`config.mk`:
```
export PLATFORM = sky130hd
export DESIGN_NAME = fir_tap_sequencer
export DESIGN_NICKNAME = d
export VERILOG_FILES = /design/src/rtl/fir_tap_sequencer.sv
export SDC_FILE = /design/constraint.sdc
export NUM_CORES = 2
export LEC_CHECK = 0
export CAP_MARGIN = 15
export CORE_MARGIN = 5
export CORE_UTILIZATION = 50
export DETAILED_ROUTE_END_ITERATION = 7
export PLACE_DENSITY = 0.7
export SYNTH_ARGS = -nofsm -noshare
export SYNTH_HDL_FRONTEND = slang
export SYNTH_SLANG_ARGS = --single-unit
```
`constraint.sdc`:
```
create_clock -name clk -period 10.3 [get_ports clk]
set_input_delay 1.545 -clock clk [delete_from_list [all_inputs] [get_ports clk]]
set_output_delay 1.545 -clock clk [all_outputs]
set_load 0.03 [all_outputs]
```
`src/rtl/fir_tap_sequencer.sv`:
```
// ---------------------------------------------------------------------------
// fir_tap_sequencer : single-MAC time-multiplexed direct-form FIR sequencer
// Revision 1.0
// ---------------------------------------------------------------------------
`default_nettype none

module fir_tap_sequencer #(
  parameter int N     = 16,
  parameter int TAPS  = 8,
  parameter int ACC_W = 35
) (
  input  logic                    clk,
  input  logic                    reset,
  input  logic                    in_valid,
  output logic                    in_ready,
  input  logic signed [N-1:0]     in_data,
  input  logic                    coef_we,
  input  logic [$clog2(TAPS)-1:0] coef_addr,
  input  logic signed [N-1:0]     coef_data,
  output logic                    out_valid,
  input  logic                    out_ready,
  output logic signed [ACC_W-1:0] out_data,
  output logic                    busy
);

  localparam int AW = $clog2(TAPS);
  localparam logic [AW-1:0] c_LAST_TAP = AW'(TAPS - 1);
  localparam logic [AW-1:0] c_K_ONE    = AW'(1);

  typedef enum logic [1:0] {
    S_IDLE = 2'd0,
    S_MAC  = 2'd1,
    S_HOLD = 2'd2
  } state_t;

  state_t                  r_state;
  logic signed [N-1:0]     r_hist [TAPS];
  logic signed [N-1:0]     r_coef [TAPS];
  logic [AW-1:0]           r_wr_ptr;
  logic [AW-1:0]           r_base;
  logic [AW-1:0]           r_k;
  logic signed [ACC_W-1:0] r_acc;
  logic signed [ACC_W-1:0] r_out_data;
  logic                    r_in_ready;
  logic                    r_out_valid;
  logic                    r_busy;

  logic [AW-1:0]           w_idx;
  logic signed [2*N-1:0]   w_c_ext;
  logic signed [2*N-1:0]   w_x_ext;
  logic signed [2*N-1:0]   w_prod;
  logic signed [ACC_W-1:0] w_prod_ext;
  logic signed [ACC_W-1:0] w_sum;
  logic                    w_accept;
  logic                    w_coef_wr;

  // Tap k reads x[n-k]; the AW-bit subtraction gives the circular wrap.
  assign w_idx      = r_base - r_k;
  assign w_c_ext    = {{N{r_coef[r_k][N-1]}}, r_coef[r_k]};
  assign w_x_ext    = {{N{r_hist[w_idx][N-1]}}, r_hist[w_idx]};
  assign w_prod     = w_c_ext * w_x_ext;
  assign w_prod_ext = {{(ACC_W-2*N){w_prod[2*N-1]}}, w_prod};
  assign w_sum      = r_acc + w_prod_ext;

  assign w_accept  = in_valid & r_in_ready & (r_state == S_IDLE);
  assign w_coef_wr = coef_we & (r_state == S_IDLE);

  // in_ready is held low through reset and rises on the first edge after release.
  always_ff @(posedge clk or posedge reset) begin
    if (reset) begin
      for (int i = 0; i < TAPS; i++) begin
        r_hist[i] <= '0;
        r_coef[i] <= '0;
      end
      r_state     <= S_IDLE;
      r_wr_ptr    <= '0;
      r_base      <= '0;
      r_k         <= '0;
      r_acc       <= '0;
      r_out_data  <= '0;
      r_in_ready  <= 1'b0;
      r_out_valid <= 1'b0;
      r_busy      <= 1'b0;
    end else begin
      if (w_coef_wr) begin
        r_coef[coef_addr] <= coef_data;
      end
      case (r_state)
        S_IDLE: begin
          if (w_accept) begin
            r_hist[r_wr_ptr] <= in_data;
            r_base           <= r_wr_ptr;
            r_acc            <= '0;
            r_k              <= '0;
            r_state          <= S_MAC;
            r_in_ready       <= 1'b0;
            r_busy           <= 1'b1;
          end else begin
            r_in_ready <= 1'b1;
          end
        end
        S_MAC: begin
          r_acc <= w_sum;
          r_k   <= r_k + c_K_ONE;
          if (r_k == c_LAST_TAP) begin
            r_out_data  <= w_sum;
            r_wr_ptr    <= r_wr_ptr + c_K_ONE;
            r_state     <= S_HOLD;
            r_out_valid <= 1'b1;
          end
        end
        S_HOLD: begin
          if (out_ready) begin
            r_state     <= S_IDLE;
            r_out_valid <= 1'b0;
            r_busy      <= 1'b0;
            r_in_ready  <= 1'b1;
          end
        end
        default: begin
          r_state     <= S_IDLE;
          r_out_valid <= 1'b0;
          r_busy      <= 1'b0;
          r_in_ready  <= 1'b0;
        end
      endcase
    end
  end

  assign in_ready  = r_in_ready;
  assign out_valid = r_out_valid;
  assign out_data  = r_out_data;
  assign busy      = r_busy;

endmodule

`default_nettype wire

```
Yosys cells after proc, flatten, opt, wreduce, memory -nomap -nowiden:

Cells that the tools add are included.

* bits in registers: 340
* input port bits: 40
* output and inout bits: 38
* logic and storage cells: 90

* add/subtract/negate cells: 4
* multipliers: 1
* $lt $le $gt $ge: 6
* equal/unequal tests: 6
* multiplexer cells: 28
* bitwise logic cells: 9
* reduce and logical (&&, ||, !) cells: 11

Operator list (count)
* bitwise mux 128 bit: 2
* binary-select mux 16 bit (select 3 bit): 2
* demux 16 bit (select 3 bit): 2
* 2-to-1 mux 16 bit: 6
* one-hot mux 35 bit (2 select lines): 1
* adder 35 x 32 -> 35 bit: 1
* 2-to-1 mux 35 bit: 1
* multiplier 16 x 16 -> 32 bit: 1
* >= comparator 4 bit, second input constant: 4
* NOT 3 -> 4 bit: 4
* one-hot mux 1 bit (3 select lines): 3
* AND reduction 3 bit: 3
* less-than comparator 4 x 1 -> 1 bit, second input constant: 2
* AND reduction 2 bit: 4
* adder 3 x 1 -> 3 bit, second input constant: 2
* 2-to-1 mux 2 bit: 3
* != test 2 bit, second input constant: 3
* one-hot mux 2 bit (3 select lines): 1
* one-hot mux 3 bit (2 select lines): 1
* 2-to-1 mux 1 bit: 5
* bitwise AND 1 bit: 3
* equality test 3 bit, second input constant: 1
* 2-to-1 mux 3 bit: 1
* subtractor 3 bit: 1
* other kinds (6): 8

Logic depth before layout (Yosys ltp):

* word-level depth: 8
* mapped depth: 34
* gate-level depth less buffers: 30

Least setup slack after synthesis:

No wires, ideal clock.

* path kind: flip-flop to flip-flop
* start point: register r_k[1]
* end point: register r_out_data[30], in the netlist out_data[30]
* library setup time: 0.131 ns
* data arrival time: 8.489 ns
* path slack: 1.681 ns
* cell stages (with the launch flop): 31
* clock period less this slack: 8.619 ns
* cells stage by stage: dfrtp_1 clkbuf_1 clkbuf_1 inv_1 fa_1 xnor2_2 xnor2_2 buf_4 buf_2 mux4_2 mux2_2 nand2_1 inv_1 fa_1 inv_1 fa_1 inv_1 fa_1 fa_1 fa_1 inv_1 fa_1 inv_1 ha_1 a21oi_1 o21bai_1 a21oi_1 or3b_2 a21oi_1 xor2_1 o21ai_0

* longest elaborated chain between the ends: 7
* elaborated cells between the ends (all ways): 13

Ends and longest elaborated chain
* from (decl): RTL line 41 `logic [AW-1:0] r_k;`
* from (signal assigned): RTL line 104 `r_k <= r_k + c_K_ONE;`
* subtractor 3 bit: RTL line 58 `assign w_idx = r_base - r_k;`
* NOT 3 -> 4 bit (not written as such): RTL line 60 `assign w_x_ext = {{N{r_hist[w_idx][N-1]}}, r_hist[w_idx]};`
* binary-select mux 16 bit (select 3 bit): RTL line 60
* 2-to-1 mux 16 bit (not written as such) (2 in a row): RTL line 60
* multiplier 16 x 16 -> 32 bit: RTL line 61 `assign w_prod = w_c_ext * w_x_ext;`
* adder 35 x 32 -> 35 bit: RTL line 63 `assign w_sum = r_acc + w_prod_ext;`
* to (signal assigned): RTL line 106 `r_out_data <= w_sum;`
* to (decl): RTL line 43 `logic signed [ACC_W-1:0] r_out_data;`

Parallel ways exist; a longest one is shown, timed or not. The select of a mux whose other input is x is not followed.
A chain may end at the register's enable or synchronous reset.

Worst setup path in the final report:

* start point: register r_base[0]
* end point: register r_acc[34]

* longest elaborated chain between the ends: 8

Ends and longest elaborated chain
* from (decl): RTL line 40 `logic [AW-1:0] r_base;`
* from (signal assigned): RTL line 92 `r_base <= r_wr_ptr;`
* subtractor 3 bit: RTL line 58
* NOT 3 -> 4 bit (not written as such): RTL line 60
* binary-select mux 16 bit (select 3 bit): RTL line 60
* 2-to-1 mux 16 bit (not written as such) (2 in a row): RTL line 60
* multiplier 16 x 16 -> 32 bit: RTL line 61
* adder 35 x 32 -> 35 bit: RTL line 63
* one-hot mux 35 bit (2 select lines): RTL line 88 `case (r_state)`
* to (signal assigned): RTL line 103 `r_acc <= w_sum;`
* to (decl): RTL line 42 `logic signed [ACC_W-1:0] r_acc;`

Every way passes these cells. The select of a mux whose other input is x is not followed.

==> flow_metrics.env <==
export IMPL_cp_end_kind="register"
export IMPL_port_buffers=77
export IMPL_dp_slack_ns=1.093
export IMPL_ys_warn_count=0
export IMPL_worstSetupStartpointType="register"
export IMPL_skew_ns=0.02834
export IMPL_cts_hold_fix_buffers=0
export IMPL_period_minus_slack_ns=9.241
export IMPL_ys_seq_area_share_pct=32.82
export IMPL_worstReg2RegStart="r_base[0]$_DFFE_PP0P_"
export IMPL_cts_clk_slew_worst_paths_ns=0.06
export IMPL_layout_common_cells="inv_1, dfrtp_1, fa_1, mux2_2, nand2_1"
export IMPL_ant_nets=0
export IMPL_synth_ff_type="dfrtp_1"
export IMPL_fin_ws_ns=1.059
export IMPL_rsz0062_at_grt="no"
export IMPL_drc_errors=0
export IMPL_syn_num_nets=2659
export IMPL_fin_cells=2975
export IMPL_grt_pass1_wl_mm=98.51
export IMPL_placeableCoreArea_sq_um=51300
export IMPL_r2r_slack_ns=1.06
export IMPL_cts_buffers=38
export IMPL_fp_dieH_um=237.7
export IMPL_postCtsSetupBuffers=0
export IMPL_final_max_slew_violation_count=0
export IMPL_drt_pass1_iter_count=5
export IMPL_fin_crit_sh_pct=89.71
export IMPL_fillers=4235
export IMPL_ios=78
export IMPL_hold_end="out_data[19]$_DFFE_PP0P_"
export IMPL_hold_depth=2
export IMPL_crit_family="adder cells"
export IMPL_hold_viol=0
export IMPL_cts_root_buf="clkbuf_16"
export IMPL_drive_gt1_share_pct=20.48
export IMPL_slew_headroom_pct=16.95
export IMPL_num_rows=83
export IMPL_critPathArrivalTime_ns=9.66
export IMPL_synth_area_sq_um=25920
export IMPL_wl_per_cell_um=19.89
export IMPL_synth_edff_count=0
export IMPL_die_width_um=237.7
export IMPL_worstMarginPinSlew_ns=1.211
export IMPL_drt_total_wl_mm=59.18
export IMPL_antennaDiodeCount=0
export IMPL_final_nets=2729
export IMPL_initial_core_util_pct=50.53
export IMPL_synth_cells=2200
export IMPL_ys_types=60
export IMPL_critical_path_class="reg2reg"
export IMPL_layout_commonest_cell="inv_1"
export IMPL_cts_resized=0
export IMPL_synth_seq_cells=340
export IMPL_slowest_delay_ns=0.71
export IMPL_clock_sinks=340
export IMPL_cp_required_ns=10.72
export IMPL_crit_slowest_cell="fa_1"
export IMPL_gp_congestion=0.9425
export IMPL_worst_path_max_fanout=17
export IMPL_vias=16400
export IMPL_status="completed"
export IMPL_rr_worst_depth=29
export IMPL_path_buf_inv=7
export IMPL_min_path_type="reg2reg"
export IMPL_clkLatencyLatePin_ns=0.58
export IMPL_die_area_sq_um=56500
export IMPL_grt_pass1_vias=17920
export IMPL_grt_overflow=0
export IMPL_synthArstFlopShare_pct=100.0
export IMPL_cts_buffer_depth=3
export IMPL_grt_max_degree=188
export IMPL_viasPerCell=5.511
export IMPL_crit_top_cell="fa_1"
export IMPL_drt_iter0_markers=1368
export IMPL_finalSetupViolCount=0
export IMPL_grt_use_total_pct=21.64
export IMPL_syn_area_per_cell_sq_um=11.78
export IMPL_r2r_end="r_acc[34]$_DFFE_PP0P_"
export IMPL_dpl_cell_count=2909
export IMPL_drv_cap=0
export IMPL_antenna_found_initial=4
export IMPL_fin_setup_tns_ns=0
export IMPL_fmax_mhz=108.2
export IMPL_area_delta_synth_final_pct=10.96
export IMPL_hold_path_startpoint="out_data[19]$_DFFE_PP0P_"
export IMPL_hpwl_mm=44.32
export IMPL_cts_tree="done"
export IMPL_cts_max_level=2
## tightest hold or removal path, stage by stage, from the launching register on
cell	delay [ns]
dfrtp_1	0.34
nand2_1	0.04
o21ai_0	0.06
## layer usage
| metal | part of all wire [%] | global-route usage (%) | wire length [um] |
|---|---|---|---|
| met3 | 6.4 | 4.107 | 3812 |
| met1 | 45 | 31.38 | 26400 |
| met5 | 0.046 | 0 | 27 |
| met2 | 46 | 33.93 | 27310 |
| met4 | 2.8 | 5.895 | 1630 |
## Yosys cell counts, drive strengths merged, types with 22 or more instances
cell,n,area [sq um]
a21oi,34,170.2
buf,37,186.4
clkbuf,46,172.7
dfrtp,340,8508
fa,311,6226
ha,108,1351
inv,349,1310
mux2,285,3209
mux2i,26,284.0
mux4,64,1441
nand2,197,739.5
nand3,33,165.2
nor2,120,452.9
nor2b,22,137.6
o21ai,80,400.4
xnor2,28,267.8
## worst max path at each step
stage                          startpoint                        to  slack [ns]  depth (start not counted)
finish              r_base[0]$_DFFE_PP0P_     r_acc[34]$_DFFE_PP0P_        1.06                         29
global route        r_base[0]$_DFFE_PP0P_     r_acc[32]$_DFFE_PP0P_        0.51                         29
CTS                 r_base[0]$_DFFE_PP0P_     r_acc[30]$_DFFE_PP0P_        1.06                         28
detailed placement  r_base[0]$_DFFE_PP0P_     r_acc[34]$_DFFE_PP0P_        1.09                         29
global placement    r_base[0]$_DFFE_PP0P_  out_data[30]$_DFFE_PP0P_        1.24                         28
floorplan              r_k[1]$_DFFE_PP0P_  out_data[30]$_DFFE_PP0P_        1.68                         30
## registers in the layout, summed over array words and instances (netlist names)
signal / count
r_coef: 128
r_hist: 128
out_data: 35
r_acc: 35
r_base: 3
r_k: 3
r_wr_ptr: 3
r_state: 2
busy: 1
in_ready: 1
out_valid: 1
## cell type report
type                       instances  area, sq um  area share (%)
clock inverter                    15        180.2          0.6264
multi-input combinational       1428        15780           54.86
timing repair buffer             113         1074           3.733
tap                              680        850.8           2.958
sequential                       340         8509           29.59
inverter                         349         1314           4.568
clock buffer                      50         1056           3.672
## through the flow
step / utilization, % / hold WS [ns] / cell area [sq um]
final: 56.06 / 0.4730 / 28760
after global routing: 56.06 / 0.5081 / 28760
after CTS: 56.01 / 0.4834 / 28730
after detailed placement: 53.60 / 0.4701 / 27500
after global placement: 53.60 / 0.4633 / 27500
after floorplan: - / 0.4563 / 25920
## cells by family after synthesis
kind of cell,share of synthesized area [%]
flops,32.82
simple gates,7.409
mux,19.04
xor+xnor,1.540
compound gates,3.519
buf+inv,6.439
fa+ha+maj,29.23
Power is not shown: default switching activity piles up to over one toggle a cycle in this logic, so the estimate is an artifact.
